===== config.mk =====
export PLATFORM = sky130hd
export DESIGN_NAME = vram_port_arbiter
export DESIGN_NICKNAME = d
export VERILOG_FILES = /design/src/rtl/vram_port_arbiter.sv
export SDC_FILE = /design/constraint.sdc
export NUM_CORES = 1
export LEC_CHECK = 0
export ABC_CLOCK_PERIOD_IN_PS = 3700
export BUFFER_PORTS_ARGS = -buffer_cell sky130_fd_sc_hd__buf_2
export CAP_MARGIN = 20
export CORE_MARGIN = 8
export CORE_UTILIZATION = 40
export DETAILED_ROUTE_END_ITERATION = 10
export GPL_ROUTABILITY_DRIVEN = 0
export PLACE_DENSITY = 0.95
export SKIP_CTS_REPAIR_TIMING = 1
export SYNTH_ARGS = -nofsm -noshare
export SYNTH_HDL_FRONTEND = slang
export SYNTH_SLANG_ARGS = --single-unit

===== constraint.sdc =====
create_clock -name CLK -period 3.7 [get_ports CLK]
set_clock_uncertainty 0.1 [all_clocks]
set_input_delay 0.185 -clock CLK [delete_from_list [all_inputs] [get_ports CLK]]
set_output_delay 0.185 -clock CLK [all_outputs]
set_load 0.01 [all_outputs]

===== src/rtl/vram_port_arbiter.sv =====
// vram_port_arbiter: shares one single-port VRAM between the display fetch engine and the Avalon CPU slave.
// Optional CPU aging (forced win after MAX_WAIT losses) is enabled by defining VRAM_ARB_AGING_EN.
module vram_port_arbiter #(
   parameter int ADDR_W    = 10,
   parameter int DATA_W    = 32,
   parameter int NUM_WORDS = 601,
   parameter int MAX_WAIT  = 4
) (
   input  logic              CLK,
   input  logic              RESET_N,
   input  logic              AVL_CS,
   input  logic              AVL_READ,
   input  logic              AVL_WRITE,
   input  logic [3:0]        AVL_BYTE_EN,
   input  logic [ADDR_W-1:0] AVL_ADDR,
   input  logic [DATA_W-1:0] AVL_WRITEDATA,
   output logic [DATA_W-1:0] AVL_READDATA,
   output logic              AVL_WAITREQUEST,
   input  logic              DISP_REQ,
   input  logic [ADDR_W-1:0] DISP_ADDR,
   output logic              DISP_GNT,
   output logic              DISP_RVALID,
   output logic [DATA_W-1:0] DISP_RDATA,
   output logic [ADDR_W-1:0] RAM_ADDR,
   output logic              RAM_WE,
   output logic [3:0]        RAM_BE,
   output logic [DATA_W-1:0] RAM_WDATA,
   input  logic [DATA_W-1:0] RAM_RDATA
);
   localparam logic [ADDR_W-1:0] LAST = ADDR_W'(NUM_WORDS - 1);
   typedef enum logic [1:0] {IDLE, RD_ISSUED, RD_DONE} state_t;
   state_t state, state_nx;
   logic cpu_req, cpu_oor, disp_oor, aged, cpu_win, cpu_ram, lose, rd_oor, disp_oor_q;
   assign cpu_req  = AVL_CS & (AVL_READ | AVL_WRITE);
   assign cpu_oor  = AVL_ADDR > LAST;
   assign disp_oor = DISP_ADDR > LAST;
   // out-of-range CPU accesses never touch the RAM, so they never block the display
   assign cpu_win  = RESET_N & cpu_req & (state == IDLE) & (cpu_oor | ~DISP_REQ | aged);
   assign cpu_ram  = cpu_win & ~cpu_oor;
   assign lose     = RESET_N & cpu_req & (state == IDLE) & ~cpu_win;
   assign DISP_GNT = RESET_N & DISP_REQ & ~cpu_ram;
   assign RAM_WE    = cpu_ram & AVL_WRITE;
   assign RAM_ADDR  = DISP_GNT ? DISP_ADDR : cpu_ram ? AVL_ADDR : '0;
   assign RAM_BE    = RAM_WE ? AVL_BYTE_EN : 4'b0;
   assign RAM_WDATA = RAM_WE ? AVL_WRITEDATA : '0;
   assign AVL_WAITREQUEST = cpu_req & ~((cpu_win & AVL_WRITE) | (state == RD_DONE));
   assign DISP_RDATA = (DISP_RVALID & ~disp_oor_q) ? RAM_RDATA : '0;
   always_comb begin
      state_nx = IDLE;
      if (cpu_req)
         state_nx = (state == IDLE) ? ((cpu_win & AVL_READ) ? RD_ISSUED : IDLE) :
                    (state == RD_ISSUED) ? RD_DONE : IDLE;
   end
   always_ff @(posedge CLK or negedge RESET_N) begin
      if (!RESET_N) begin
         state        <= IDLE;
         AVL_READDATA <= '0;
         DISP_RVALID  <= 1'b0;
         disp_oor_q   <= 1'b0;
         rd_oor       <= 1'b0;
      end else begin
         state       <= state_nx;
         DISP_RVALID <= DISP_GNT;
         disp_oor_q  <= disp_oor;
         if (cpu_win & AVL_READ) rd_oor <= cpu_oor;
         if ((state == RD_ISSUED) & cpu_req) AVL_READDATA <= rd_oor ? '0 : RAM_RDATA;
      end
   end
`ifdef VRAM_ARB_AGING_EN
   logic [2:0] wait_cnt;
   assign aged = wait_cnt == 3'(MAX_WAIT);
   always_ff @(posedge CLK or negedge RESET_N) begin
      if (!RESET_N) wait_cnt <= 3'd0;
      else wait_cnt <= lose ? ((wait_cnt == 3'd7) ? 3'd7 : wait_cnt + 3'd1) : 3'd0;
   end
`else
   assign aged = 1'b0;
   logic unused_lose;
   assign unused_lose = lose;
`endif
endmodule

Yosys cells after proc, flatten, opt, wreduce, memory -nomap -nowiden
Index checks and enable logic that the tools add are counted.
{"block": "word_totals", "output_inout_bits": 114, "register_bits": 37, "input_bits": 94}
{"block": "op_classes", "bitwise": 21, "order_cmp": 2, "n_mux": 10, "eq_ne": 2, "n_reduce_logical": 1}
{"operator": "32-bit 2-to-1 mux", "count": 3}
{"operator": "10-bit greater-than comparator (second input constant)", "count": 2}
{"operator": "10-bit 2-to-1 mux", "count": 2}
{"operator": "1-bit AND", "count": 13}
{"operator": "2-bit 2-to-1 mux", "count": 3}
{"operator": "1-bit inverter", "count": 5}
{"operator": "4-bit 2-to-1 mux", "count": 1}
{"operator": "1-bit OR", "count": 3}
{"operator": "2-bit by 1-bit equality test with 1-bit output (second input constant)", "count": 1}
{"operator": "2-bit equality test (second input constant)", "count": 1}
{"operator": "2-bit zero test", "count": 1}
{"operator": "1-bit 2-to-1 mux", "count": 1}

Logic depth before layout (Yosys ltp)
{"block": "logic_depth", "ltp_word": 9, "mapped_depth": 6}

Worst setup path before layout
OpenSTA, ideal clock, no wires.
{"block": "synth_path", "path_type": "flip-flop to output port", "from": "reg state[1]", "to": "out RAM_WDATA[22]", "arrival_time_ps": 1487, "slack_ps": 1928, "path_stages_with_launch": 6, "path_cell_list": "dfrtp_1 -> and4bb_2 -> nand2_1 -> nor4_4 -> buf_6 -> and2_1"}
{"block": "synth_via", "elab_chain_cells": 6}
{"element": "start: declaration", "line": "32", "text": "state_t state, state_nx;"}
{"element": "start signal: assignment", "line": "62", "text": "state <= state_nx;"}
{"element": "2-bit zero test", "line": "38", "text": "assign cpu_win = RESET_N & cpu_req & (state == IDLE) & (cpu_oor | ~DISP_REQ | aged);"}
{"element": "1-bit AND"}
{"element": "1-bit AND", "line": "38"}
{"element": "1-bit AND", "line": "39", "text": "assign cpu_ram = cpu_win & ~cpu_oor;"}
{"element": "1-bit AND", "line": "42", "text": "assign RAM_WE = cpu_ram & AVL_WRITE;"}
{"element": "named net RAM_WE", "line": "25", "text": "output logic RAM_WE,"}
{"element": "32-bit 2-to-1 mux", "line": "45", "text": "assign RAM_WDATA = RAM_WE ? AVL_WRITEDATA : '0;"}
{"element": "end: declaration", "line": "27", "text": "output logic [DATA_W-1:0] RAM_WDATA,"}
The timed path passes the listed nets, and every way through them passes these cells.

Worst setup path after layout
{"block": "layout_path", "from": "in RESET_N", "to": "out RAM_ADDR[2]"}
{"block": "layout_via", "elab_chain_cells": 7}
{"element": "start: declaration", "line": "10", "text": "input logic RESET_N,"}
{"element": "1-bit AND (2 in a row)"}
{"element": "1-bit AND", "line": "38"}
{"element": "1-bit AND", "line": "39"}
{"element": "1-bit inverter", "line": "41", "text": "assign DISP_GNT = RESET_N & DISP_REQ & ~cpu_ram;"}
{"element": "1-bit AND", "line": "41"}
{"element": "10-bit 2-to-1 mux (*)", "line": "43", "text": "assign RAM_ADDR = DISP_GNT ? DISP_ADDR : cpu_ram ? AVL_ADDR : '0;"}
{"element": "end: declaration", "line": "24", "text": "output logic [ADDR_W-1:0] RAM_ADDR,"}
Mark *: on every way between the ends. The rest lies on a longest branch, timed or not.

==> impl_metrics.csv <==
group,metric,value,unit
setup_path,reg2reg_from,"state[1]",
cts,cts_inserted_buffers,5,
layout,n_antenna_cell,0,
synthesis,synth_top_area_share,0.418,
routing,remaining_drc_errors,0,
synthesis,synth-edff-count,0,
cts,clockRootBuffer,"clkbuf_8",
cts,cts_sinks,37,
setup_path,critPathArrivalTime,2220,ps
global_routing,antenna_found_initial,0,
timing,fmax,0.399,GHz
setup_path,crit_path_max_fanout,10,
placed_design,placed_cell_area,3280,um^2
synthesis,ys_top_cells_by_count,"and2_1 (69), nand2_1 (66), dfrtp_1 (37)",
hold_path,min-delay-start,"DISP_REQ",
synthesis,synthArstFlopShare,1.00,
synthesis,synth_area,2220,um^2
power_and_ir_drop,swShare,0.328,
routing,drtIter0Drc,89,
timing,slew_violations,0,
synthesis,synth-seq-cells,37,
timing,tightestPinTransition,969,ps
die,std_cell_rows,27,
timing,worst_slack,1190,ps
setup_path,max_stage_delay,570,ps
layout,synthToLayoutAreaGrowth,53.4,%
setup_path,path_buf_inv,3,
timing,hold_violations,0,
placed_design,io_buffers,207,
timing,slew_headroom,0.353,
setup_path,cpMaxStageDelayCell,"nor4_4",
timing,min_period,2510,ps
timing,grt_setup_unrepaired,"false",
synthesis,yosysWarnings,0,
cts,clkTransAtPathRegs,70,ps
setup_path,required,3410,ps
routing,vias,2598,
synthesis,yosys.area.top_type,"dfrtp_1",
synthesis,netlist_instances,258,
die,io_pins,208,
routing,routed_wl,8.90,mm
cts,cts_tree,"built",
placed_design,place_hpwl,7.47,mm
hold_path,min_path_type,"in2reg",
synthesis,synthesis.nets,352,
placed_design,place_worst_setup_slack,1210,ps
routing,routedWlPerCell,16.7,um
timing,final_min_period_over_clock_period,0.678,
power_and_ir_drop,p_sw,0.000403,W
die,initial_core_util,0.408,
setup_path,startpoint_type,"primary input",
layout,final_cell_area,3400,um^2
layout,drive_above_1_share,0.485,
synthesis,syn_area_per_cell,8.59,um^2
timing,tns,0,ps
die,coreArea,5440,um^2
layout,final_cells,534,
routing,vias_per_cell,4.87,
cts,cts_buffer_depth,2,
synthesis,yosysMostFrequentCell,"and2_1",
setup_path,critPathKind,"in2out",
power_and_ir_drop,peakVddDrop,0.000169,V
die,die_w,90.5,um
power_and_ir_drop,seqPwrFrac,0.451,
global_routing,track_usage,0.210,
routing,ant_nets,0,
placed_design,dp.cells,524,
cts,clkLatencyLatePin,270,ps
power_and_ir_drop,internal-power,0.000827,W
global_routing,grt_overflow_total,0,
global_routing,grt_pass1_vias,2813,
global_routing,grt_first_pass_wirelength,14.0,mm
setup_path,crit_path_start,"RESET_N",
run,drv_cap,0,
layout,nNetsFinal,555,
synthesis,synth_area_leaders,"dfrtp_1 (42%), and2_1 (19%), nand2_1 (11%)",
setup_path,end_kind,"primary output",
routing,drt-pass1-iter-count,5,
setup_path,crit_top_cell,"buf_2",
synthesis,seq_area_frac_synth,0.418,
die,die_height,90.5,um
setup_path,path_cells,"dlygate4sd3_1 -> buf_2 -> and4bb_2 -> nand2_1 -> nor4_4 -> a22o_1 -> buf_2",
setup_path,path_delay_family,"simple AND/OR/NAND/NOR gates",
power_and_ir_drop,powerDensity,362,nW/um^2
cts,cts_max_level,2,
power_and_ir_drop,power_frac_comb,0.315,
synthesis,synthDistinctLibCells,23,
die,die_area,8180,um^2
timing,finalSetupViolCount,0,
outcome,outcome,"finished clean",
power_and_ir_drop,leakage,2.09,nW
global_routing,grt_start_max_net_pins,39,
synthesis,synth-main-ff-cell,"dfrtp_1",
power_and_ir_drop,p_clk_frac,0.234,
==> stage by stage <==
stage          hold slack, ps  utilization  power [W]
6_report                 26.1        0.625    0.00123
3_5_place_dp              200        0.604   0.000958
2_1_floorplan            -211            -   0.000739
3_3_place_gp              200        0.604   0.000943
4_1_cts                  -110        0.621    0.00125
5_1_grt                  9.82        0.625    0.00132
==> registers in the layout (all words and copies together), names as in the netlist <==
name          cells
AVL_READDATA     32
DISP_RVALID       1
disp_oor_q        1
rd_oor            1
state             2
==> logic make-up (layout without fill, tap and decap cells) <==
family | Yosys count | in the layout | synth area share
flops | 37 | 37 | 0.418
buf+inv | 20 | 224 | 0.0440
compound gates | 21 | 21 | 0.0711
simple gates | 180 | 180 | 0.467
==> cells in the final DEF (no fill, tap or decap), types with 4 or more instances in the layout <==
master    count
a22o_1       10
buf_2       207
nand2_1      66
nand3b_1     33
inv_1         4
o21ai_0       4
clkbuf_8      6
and2_1       69
dfrtp_1      37
==> final timing paths <==
path,slack [ps],cells past startpoint,endpoint
worst max-delay path,1190,7,RAM_ADDR[2]
worst min-delay path,30,2,state[0]
worst max register to register,1930,5,AVL_READDATA[0]
max in group asynchronous,2710,3,AVL_READDATA[30]
worst min register to register,360,2,AVL_READDATA[4]
min in group asynchronous,450,3,AVL_READDATA[19]
==> worst register-to-register path: stages (launching register included) <==
cell      delay, ps
dfrtp_1         390
nor2b_1         110
nand3b_1        100
inv_1           710
nand3b_1        190
nand2_1         110
==> area by class of cell <==
type                       instances  area, um^2
tap                               72        90.1
clock buffer                       6        82.6
inverter                           4        15.0
fill                             484        2040
multi-input combinational        201        1190
clock inverter                     2        13.8
timing repair buffer             212        1080
sequential                        37         926
==> routing by layer <==
metal | track usage | share of wire | up-vias
met4 | 0.153 | 0.068 | 0
li1 | - | - | 1248
met2 | 0.378 | 0.50 | 177
met3 | 0.0898 | 0.10 | 28
met1 | 0.184 | 0.33 | 1145
met5 | 0 | 0 | -
==> power groups by stage <==
stage               sequential (W)  clock (W)  combinational (W)
finish                    0.000555   0.000287           0.000388
detailed placement        0.000564          0           0.000394
global route              0.000569   0.000319           0.000432
floorplan                 0.000591          0           0.000148
CTS                       0.000556   0.000298           0.000394
global placement          0.000560          0           0.000383
(Power assumes the default switching activity.)
